`config.mk`:
```
export PLATFORM = sky130hd
export DESIGN_NAME = conv_encoder
export DESIGN_NICKNAME = d
export VERILOG_FILES = /design/src/rtl/viterbi_pkg.sv /design/src/rtl/conv_enc_core.sv /design/src/rtl/conv_encoder.sv
export SDC_FILE = /design/constraint.sdc
export NUM_CORES = 1
export LEC_CHECK = 0
export ABC_AREA = 1
export CAP_MARGIN = 20
export CELL_PAD_IN_SITES_DETAIL_PLACEMENT = 1
export CELL_PAD_IN_SITES_GLOBAL_PLACEMENT = 1
export CORE_MARGIN = 2
export CORE_UTILIZATION = 49
export CTS_CLUSTER_SIZE = 28
export DETAILED_ROUTE_END_ITERATION = 12
export DONT_BUFFER_PORTS = 1
export PLACE_DENSITY_LB_ADDON = 0.15
export SLEW_MARGIN = 20
export SYNTH_ARGS = -nofsm -noshare
export SYNTH_HDL_FRONTEND = slang
export SYNTH_SLANG_ARGS = --single-unit
```
`constraint.sdc`:
```
create_clock -name clk -period 3.72 [get_ports clk]
set_input_delay 1.116 -clock clk [delete_from_list [all_inputs] [get_ports clk]]
set_output_delay 1.116 -clock clk [all_outputs]
set_load 0.1 [all_outputs]
```
`src/rtl/viterbi_pkg.sv`:
```
// Constants and encodings shared by the rate-1/2, K=3 convolutional encoder
// and the Viterbi decoder (branch metric, path metric, traceback).
package viterbi_pkg;

  localparam int K          = 3;
  localparam int NUM_STATES = 4;
  localparam int TAIL_LEN   = K - 1;

  localparam logic [K-1:0] G0 = 3'b111;
  localparam logic [K-1:0] G1 = 3'b101;

  // Trellis state is {u(t-1), u(t-2)}
  typedef enum logic [1:0] {
    S0 = 2'b00,
    S1 = 2'b01,
    S2 = 2'b10,
    S3 = 2'b11
  } trellis_t;

  typedef enum logic [1:0] {
    IDLE   = 2'b00,
    ENCODE = 2'b01,
    FLUSH  = 2'b10
  } enc_state_t;

  // Code symbol {c0, c1} for input bit u leaving trellis state s
  function automatic logic [1:0] code_sym(input logic u, input logic [1:0] s);
    logic [K-1:0] taps;
    taps = {u, s};
    return {^(taps & G0), ^(taps & G1)};
  endfunction

endpackage

```
`src/rtl/conv_enc_core.sv`:
```
// Combinational trellis step: code symbol and next state for input bit u
// leaving state s.
module conv_enc_core
  import viterbi_pkg::*;
(
  input  logic       u,
  input  logic [1:0] s,
  output logic [1:0] sym,
  output logic [1:0] s_next
);

  assign sym    = code_sym(u, s);
  assign s_next = {u, s[1]};

endmodule

```
`src/rtl/conv_encoder.sv`:
```
// Frame-based rate-1/2 K=3 convolutional encoder: MSB-first payload plus
// zero tail, one symbol per cycle through a registered valid/ready slot.
module conv_encoder #(
  parameter int DATA_LEN = 13,
  parameter int TAIL_LEN = viterbi_pkg::TAIL_LEN
) (
  input  logic                clk,
  input  logic                rst,
  input  logic [DATA_LEN-1:0] data_i,
  input  logic                valid_i,
  output logic                ready_o,
  output logic [1:0]          sym_o,
  output logic                sym_valid_o,
  input  logic                sym_ready_i,
  output logic                frame_start_o,
  output logic                frame_end_o
);

  import viterbi_pkg::*;

  localparam int SYM_TOTAL = DATA_LEN + TAIL_LEN;
  localparam int CNT_W     = $clog2(SYM_TOTAL);

  localparam logic [CNT_W-1:0] CNT_DATA  = CNT_W'(DATA_LEN);
  localparam logic [CNT_W-1:0] CNT_TOTAL = CNT_W'(SYM_TOTAL);
  localparam logic [CNT_W-1:0] CNT_LAST  = CNT_W'(SYM_TOTAL - 1);

  enc_state_t          state_p0, state_d;
  logic [DATA_LEN-1:0] sr_p0;
  logic [1:0]          trellis_p0;
  logic [CNT_W-1:0]    cnt_p0;
  logic                init_p0;

  logic [1:0]          sym_p1;
  logic                vld_p1;
  logic                start_p1;
  logic                end_p1;

  logic                accept;
  logic                slot_free;
  logic                xfer;
  logic                gen;
  logic                u;
  logic [1:0]          sym_nxt;
  logic [1:0]          trellis_nxt;

  // ready_o is held low until the first edge after reset release
  assign ready_o   = (state_p0 == IDLE) && init_p0;
  assign accept    = valid_i && ready_o;
  assign slot_free = !vld_p1 || sym_ready_i;
  assign xfer      = vld_p1 && sym_ready_i;
  assign gen       = (state_p0 != IDLE) && (cnt_p0 < CNT_TOTAL) && slot_free;

  // Shift register fills with zeros, so the tail bits are zero either way
  assign u = (state_p0 == ENCODE && cnt_p0 < CNT_DATA) ? sr_p0[DATA_LEN-1] : 1'b0;

  conv_enc_core u_core (
    .u      (u),
    .s      (trellis_p0),
    .sym    (sym_nxt),
    .s_next (trellis_nxt)
  );

  // While the slot is full it holds symbol number cnt_p0, so the frame
  // phase advances on the transfer of that symbol rather than on its load.
  always_comb begin
    state_d = state_p0;
    unique case (state_p0)
      IDLE:    if (accept) state_d = ENCODE;
      ENCODE:  if (xfer && cnt_p0 == CNT_DATA) state_d = FLUSH;
      FLUSH:   if (xfer && cnt_p0 == CNT_TOTAL) state_d = IDLE;
      default: state_d = IDLE;
    endcase
  end

  // Stage p0: frame control, payload shift register and trellis state
  always_ff @(posedge clk or posedge rst) begin
    if (rst) begin
      state_p0   <= IDLE;
      sr_p0      <= '0;
      trellis_p0 <= S0;
      cnt_p0     <= '0;
      init_p0    <= 1'b0;
    end else begin
      init_p0  <= 1'b1;
      state_p0 <= state_d;
      if (accept) begin
        sr_p0      <= data_i;
        trellis_p0 <= S0;
        cnt_p0     <= '0;
      end else if (gen) begin
        sr_p0      <= sr_p0 << 1;
        trellis_p0 <= trellis_nxt;
        cnt_p0     <= cnt_p0 + 1'b1;
      end
    end
  end

  // Stage p1: registered output slot
  always_ff @(posedge clk or posedge rst) begin
    if (rst) begin
      sym_p1   <= 2'b00;
      vld_p1   <= 1'b0;
      start_p1 <= 1'b0;
      end_p1   <= 1'b0;
    end else if (slot_free) begin
      vld_p1   <= gen;
      start_p1 <= gen && (cnt_p0 == '0);
      end_p1   <= gen && (cnt_p0 == CNT_LAST);
      if (gen) sym_p1 <= sym_nxt;
    end
  end

  assign sym_o         = sym_p1;
  assign sym_valid_o   = vld_p1;
  assign frame_start_o = start_p1;
  assign frame_end_o   = end_p1;

endmodule

```
# [Word level (Yosys, flattened, before mapping)]
# Index checks and enable logic that the tools add are counted.
# W data, S select, Z words.
[totals] regBits=27 latch_bits=0 ram_bits=0 romBits=0 in_bits=17 out_inout_bits=6 elab_cells=51 n_memories=0
[classes] n_addsub=1 mul=0 div_mod_pow=0 n_lt_le_gt_ge=2 n_eq_ne=8 n_shift=0 n_mux=11 bitwise_logic=0 reduce_logical=20
[ops] operator="$mux W13" n=2
[ops] operator="$eq A4 B4 Y1 const B" n=3
[ops] operator="$logic_and A1 B1 Y1" n=10
[ops] operator="$mux W2" n=5
[ops] operator="$lt A4 B4 Y1 const B" n=2
[ops] operator="$mux W4" n=2
[ops] operator="$pmux W2 S3" n=1
[ops] operator="$reduce_xor A3 Y1" n=2
[ops] operator="$add A4 B1 Y4 const B" n=1
[ops] operator="$logic_not A4 Y1" n=1
[ops] operator="$ne A2 B2 Y1 const B" n=2
[ops] operator="$reduce_bool A2 Y1" n=2
[ops] operator="$reduce_and A3 Y1" n=1
[ops] operator="$eq A2 B1 Y1 const B" n=1
[ops] operator="$eq A2 B2 Y1 const B" n=1
[ops] operator="$logic_not A2 Y1" n=1
[ops] operator="$ne A2 B1 Y1 const B" n=1
[ops] operator="$reduce_and A2 Y1" n=1
[ops] operator="$logic_not A1 Y1" n=1
[ops] operator="$logic_or A1 B1 Y1" n=1
[ops] operator="$mux W1" n=1

# [Logic depth before layout (Yosys ltp)]
# Gate-level depths: netlist of the first run.
[logic_depth] ltp_word=5 depth_mapped=8 ltp_nobuf=8

# [Cells and area by module]
# A second synthesis of the first run with hierarchy kept.
[unflattened] hier_cells=170 hier_area_um2=1365.1
[by_module_without_submodules] mod="conv_encoder" n_inst=1 cells_per_inst=157 area_per_inst_um2=1306.3 seq_area_each_um2=675.6
[by_module_without_submodules] mod="conv_enc_core" n_inst=1 cells_per_inst=13 area_per_inst_um2=58.8 seq_area_each_um2=0.0

# [Worst setup path before layout of the first run]
# OpenSTA, ideal clock, no wires.
[synth_path] path_kind="reg-to-output" startpoint="reg state_p0[1]" endpoint="out ready_o" t_arrival_ns=1.774 t_required_ns=2.604 path_slack_ns=0.830 stages_incl_launch_ff=4 n_path_buf=0 path_cell_list="dfrtp_1 > inv_1 > nand2_1 > nor2_1"
[synth_between] elab_chain_len=2
[synth_lines] item="start, declared" line_no="conv_encoder.sv:28" source="enc_state_t state_p0, state_d;"
[synth_lines] item="start signal, assigned" line_no="conv_encoder.sv:86" source="state_p0 <= state_d;"
[synth_lines] item="$logic_not A2 Y1" line_no="conv_encoder.sv:48" source="assign ready_o = (state_p0 == IDLE) && init_p0;"
[synth_lines] item="$logic_and A1 B1 Y1" line_no="conv_encoder.sv:48"
[synth_lines] item="end, declared" line_no="conv_encoder.sv:11" source="output logic ready_o,"
# No other way between the ends.

# [Final worst setup path of the first run]
[layout_path] startpoint="reg state_p0[0]" endpoint="out ready_o"
# The elaborated chain is that of the path after synthesis.

==> results of run 1 <==
-- worst paths after layout --
check / from / to / slack [ns] / cells past startpoint
worst min register to register: sr_p0[0]$_DFFE_PP0P_ / sr_p0[0]$_DFFE_PP0P_ / 0.49 / 2
worst min-delay path: sr_p0[0]$_DFFE_PP0P_ / sr_p0[0]$_DFFE_PP0P_ / 0.49 / 2
min in group asynchronous: rst / sr_p0[4]$_DFFE_PP0P_ / 0.75 / 1
worst max-delay path: state_p0[0]$_DFFE_PP0P_ / ready_o / 1.28 / 4
worst max register to register: sym_valid_o$_DFFE_PP0N_ / cnt_p0[0]$_DFFE_PP0P_ / 1.53 / 5
max in group asynchronous: rst / state_p0[1]$_DFFE_PP0P_ / 2.52 / 1
-- registers in the layout, indices dropped and copies added, names as in the netlist --
signal	flops
cnt_p0	4
frame_end_o	1
frame_start_o	1
init_p0	1
sr_p0	13
state_p0	2
sym_o	2
sym_valid_o	1
trellis_p0	2
-- critical path: cells and delay by family (launching register included) --
family | cells | cell delay [ns]
buf+inv | 2 | 0.37
flops | 1 | 0.43
simple gates | 2 | 0.20
-- metal layers --
metal	vias to the layer above	track usage, %	part of all wire, %
met1	518	21.6	41
li1	531	-	-
met5	-	0	0
met3	5	2.95	4.1
met2	22	36.9	53
met4	0	6.98	1.8
-- report_power, final --
part	leakage, nW	internal, mW	switching (mW)	total (mW)
sequential	0.349	0.404	0.239	0.643
combinational	0.361	0.135	0.264	0.399
clock	0.0150	0.0421	0.0873	0.129
-- cells in the mapped netlist --
| cell | instances |
|---|---|
| buf_4 | 4 |
| buf_6 | 2 |
| conb_1 | 1 |
| dfrtp_1 | 27 |
| ha_1 | 4 |
| inv_1 | 16 |
| inv_2 | 3 |
| nand2_1 | 56 |
| nand2_4 | 1 |
| nand3_1 | 32 |
| nand3_2 | 3 |
| nand4_1 | 3 |
| nor2_1 | 4 |
| nor2_2 | 1 |
| o21ai_0 | 2 |
| o21ai_1 | 5 |
| o21bai_1 | 2 |
| o22ai_2 | 1 |
| xor2_1 | 1 |
-- kinds of logic (layout without fill, tap and decap cells) --
group | Yosys count | in the layout | share of synthesized area [%]
simple gates | 100 | 100 | 32.8
fa+ha+maj | 4 | 4 | 3.64
flops | 27 | 27 | 49.1
other cells | 1 | 1 | 0.272
xor+xnor | 1 | 1 | 0.636
compound gates | 10 | 10 | 4.54
buf+inv | 25 | 24 | 9.00
-- per-stage QoR --
stage	power (mW)	util (%)
2_1_floorplan	0.981	-
3_3_place_gp	1.02	50.6
3_5_place_dp	1.06	50.6
4_1_cts	1.19	51.6
5_1_grt	1.27	51.6
6_report	1.17	51.6
-- layout make-up --
| class | count | share of cell area [%] |
|---|---|---|
| Sequential cell | 27 | 48.3 |
| Multi-Input combinational cell | 116 | 41.4 |
| Inverter | 19 | 5.10 |
| Tap cell | 31 | 2.77 |
| Clock buffer | 4 | 1.88 |
| Timing Repair Buffer | 1 | 0.537 |
==> results.json, run 1 <==
{
  "outcome": "completed",
  "htreeDepth": 1,
  "final_cell_mix": "nand2_1 (56), nand3_1 (32), dfrtp_1 (27)",
  "gp_congestion": 0.808,
  "cts_resized": 0,
  "cts.reportedPaths.clkPinSlew_ns": 0.14,
  "clock-skew-final_ns": 0.00471,
  "p_leak_nw": 0.724,
  "power.density_nw_per_um2": 837,
  "relSlewSlack_pct": 34.4,
  "clockBufferDepth": 2,
  "antenna_found_initial": 0,
  "dpl.hpwl_um": 2030,
  "route.detailed.drc": 0,
  "whs_ns": 0.494,
  "rows": 19,
  "worstPathArrival_ns": 1.33,
  "cts_root_buf": "clkbuf_4",
  "track_usage_pct": 19.4,
  "cts_post_setup_buffers_inserted": 0,
  "postCtsHoldBufs": 0,
  "dp_cells": 194,
  "worst_setup_path_end_kind": "primary output",
  "first_pass_iters": 4,
  "clock-sinks": 27,
  "grt_max_degree": 28,
  "rsz0062_at_grt": "false",
  "multiInputGateArea_um2": 579,
  "grt_pass1_wl_um": 4890,
  "required_ns": 2.60,
  "antenna_cells": 0,
  "min_path_type": "flop to flop",
  "ios": 23,
  "antenna_left": 0,
  "tns_ns": 0,
  "cp_cell_sequence": "inv_1 > nand2_1 > nor2_2 > buf_4",
  "synth-seq-cells": 27,
  "critical_path_class": "flop to primary output",
  "cts_tree": "done",
  "core_area_um2": 2710,
  "worstMarginPinSlew_ns": 0.979,
  "setup_viol": 0,
  "crit_slowest_cell": "dfrtp_1",
  "pre_cts_ws_ns": 1.32,
  "hold_viol": 0,
  "numCtsBuffers": 3,
  "vias_per_cell": 5.43,
  "io_buffers": 0,
  "crit_path_max_fanout": 3,
  "final_cells": 198,
  "n_fill_cell": 350,
  "final_area_um2": 1400,
  "placedInstanceArea_um2": 1370,
  "syn_area_um2": 1380,
  "ys_seq_area_share_pct": 49.1,
  "final_common_cell": "nand2_1",
  "critPathLaunchType": "flop",
  "final-seq-area_um2": 676,
  "die_w_um": 57,
  "period_needed_ns": 2.44,
  "fp.dieH_um": 57,
  "ys_warn_count": 0,
  "setup_slack_ns": 1.28,
  "dieArea_um2": 3250,
  "drt_iter0_drc": 20,
  "cap_violations": 0,
  "postRouteWirelength_um": 2790,
  "num_vias": 1076,
  "max_freq_mhz": 410,
  "grt_overflow_total": 0,
  "wl_per_cell_um": 14.1,
  "area_growth_pct": 1.64,
  "slowest_delay_ns": 0.43,
  "period_share_pct": 65.6,
  "clock_latency_ns": 0.33,
  "irDropWorstVdd_uv": 580,
  "syn_inst": 168,
  "ys_top_cells_by_area": "dfrtp_1 (49%), nand2_1 (15%), nand3_1 (12%), inv_1 (4.4%), ha_1 (3.6%)",
  "synth_area_leader_cell": "dfrtp_1",
  "syn_nets": 189,
  "start_util_pct": 50.8,
  "synth.distinct_cells": 19,
  "drive_above_1_share_pct": 8.38,
  "synth_area_per_cell_um2": 8.19,
  "grt_pass1_vias": 1182,
  "maxSlewViolCount": 0,
  "nNetsFinal": 189,
  "synth_top_area_share_pct": 49.1
}
Power figures use the tool's default switching activity.
==> run 2, diff against run 1 <==
--- a/config.mk
+++ b/config.mk
@@ -10,7 +10,7 @@
 export CELL_PAD_IN_SITES_DETAIL_PLACEMENT = 1
 export CELL_PAD_IN_SITES_GLOBAL_PLACEMENT = 1
 export CORE_MARGIN = 2
-export CORE_UTILIZATION = 49
+export CORE_UTILIZATION = 41
 export CTS_CLUSTER_SIZE = 28
 export DETAILED_ROUTE_END_ITERATION = 12
 export DONT_BUFFER_PORTS = 1
==> constraint.sdc (replaced) <==
create_clock -name clk -period 2.18 [get_ports clk]
set_input_delay 0.654 -clock clk [delete_from_list [all_inputs] [get_ports clk]]
set_output_delay 0.654 -clock clk [all_outputs]
set_load 0.1 [all_outputs]
==> run 2 against run 1 <==
Routed wire length is 0.79% higher; die area rose by 18%; sequential cell count unchanged; hold slack worse by 0.26 ns; total power rose by 78%; critical path type unchanged; critical endpoint unchanged; largest cell class unchanged; largest power group is now combinational logic.
==> results.json, run 2 (synthesis gave the netlist of run 1 again) <==
{
  "outcome": "completed",
  "antenna_cells": 0,
  "gp_congestion": 0.734,
  "postRouteWirelength_um": 2810,
  "drive_above_1_share_pct": 13.1,
  "area_growth_pct": 7.73,
  "period_share_pct": 91.6,
  "min_path_type": "input pin to asynchronous set/reset pin",
  "core_area_um2": 3280,
  "final_cell_mix": "nand2_1 (56), nand3_1 (32), dfrtp_1 (27)",
  "crit_path_max_fanout": 3,
  "clock-skew-final_ns": 0.00993,
  "dieArea_um2": 3840,
  "reg2reg_depth": 5,
  "slowest_delay_ns": 0.43,
  "final_common_cell": "nand2_1",
  "io_buffers": 0,
  "critical_path_class": "flop to primary output",
  "required_ns": 1.53,
  "cap_violations": 0,
  "start_util_pct": 41.9,
  "grt_overflow_total": 0,
  "rsz0062_at_grt": "false",
  "antenna_left": 0,
  "htreeDepth": 1,
  "largest_register": "sr_p0",
  "cts_resized": 0,
  "ios": 23,
  "dp_cells": 217,
  "worst_setup_path_end_kind": "primary output",
  "rows": 21,
  "largest_reg_flops": 13,
  "tns_ns": 0,
  "dpl.hpwl_um": 2110,
  "cp_cell_sequence": "inv_1 > nand2_1 > nor2_2 > buf_4",
  "hold_viol": 0,
  "clock_latency_ns": 0.34,
  "clock-sinks": 27,
  "cts_root_buf": "clkbuf_4",
  "final_cells": 221,
  "critPathLaunchType": "flop",
  "multiInputGateArea_um2": 579,
  "num_vias": 1111,
  "postCtsHoldBufs": 0,
  "n_fill_cell": 410,
  "drt_iter0_drc": 19,
  "die_w_um": 61.9,
  "final-seq-area_um2": 676,
  "antenna_found_initial": 0,
  "vias_per_cell": 5.03,
  "period_needed_ns": 2.00,
  "nNetsFinal": 197,
  "worstPathArrival_ns": 1.34,
  "power.density_nw_per_um2": 1410,
  "grt_pass1_wl_um": 4710,
  "cts.reportedPaths.clkPinSlew_ns": 0.16,
  "track_usage_pct": 16.4,
  "grt_max_degree": 28,
  "route.detailed.drc": 0,
  "grt_pass1_vias": 1135,
  "top_regs": "sr_p0 x13, cnt_p0 x4",
  "total_power_mw": 2.09,
  "first_pass_iters": 4,
  "fp.dieH_um": 61.9,
  "setup_viol": 0,
  "cts_tree": "done",
  "wl_per_cell_um": 12.7,
  "ff2ff_setup_slack_ns": 0.69,
  "max_freq_mhz": 501,
  "maxSlewViolCount": 0,
  "cts_post_setup_buffers_inserted": 0,
  "p_leak_nw": 0.771,
  "irDropWorstVdd_uv": 622,
  "crit_slowest_cell": "dfrtp_1",
  "clockBufferDepth": 2,
  "numCtsBuffers": 3
}
run 2: path summary, 6_finish.rpt:
check | from | endpoint
setup / recovery | state_p0[1]$_DFFE_PP0P_ | ready_o
hold / removal | rst | init_p0$_DFF_PP0_
setup reg to reg | state_p0[0]$_DFFE_PP0P_ | sr_p0[4]$_DFFE_PP0P_
hold reg to reg | frame_end_o$_DFFE_PP0N_ | frame_end_o$_DFFE_PP0N_
max in group asynchronous | rst | sym_o[0]$_DFFE_PP0P_
min in group clk | data_i[1] | sr_p0[1]$_DFFE_PP0P_
run 2: metrics by stage:
step / instance area [um^2] / hold slack [ns] / util (%) / setup slack (ns)
after floorplan: 1380 / 0.442 / - / 0.208
final: 1480 / 0.237 / 45.1 / 0.183
after global placement: 1450 / 0.462 / 44.2 / 0.626
after CTS: 1480 / 0.238 / 45.1 / 0.155
after global routing: 1480 / 0.242 / 45.1 / 0.0929
after detailed placement: 1450 / 0.482 / 44.2 / 0.553
run 2: layout make-up:
type                       instances  share of cell area [%]
clock inverter                     1                   0.591
inverter                          19                    4.81
tap                               46                    3.88
clock buffer                       3                    1.52
multi-input combinational        116                    39.1
sequential                        27                    45.6
timing repair buffer               9                    4.56
run 2: power by group:
group | leakage, nW | internal [mW] | switching (mW)
registers | 0.349 | 0.695 | 0.142
clock network | 0.0183 | 0.0750 | 0.162
logic | 0.404 | 0.294 | 0.722
run 2: routing by layer:
| metal | up-vias | share of wire [%] | track usage [%] |
|---|---|---|---|
| li1 | 550 | - | - |
| met1 | 540 | 43 | 18.7 |
| met2 | 19 | 53 | 30.5 |
| met3 | 2 | 3.9 | 4.97 |
| met4 | 0 | 0.36 | 2.74 |
| met5 | - | 0 | 0 |
run 2: worst max-delay path, delay by kind of cell, from the launching register on:
| kind | cells | cell delay, ns |
|---|---|---|
| AND/OR/NAND/NOR | 2 | 0.20 |
| buffers and inverters | 2 | 0.37 |
| flip-flops | 1 | 0.43 |
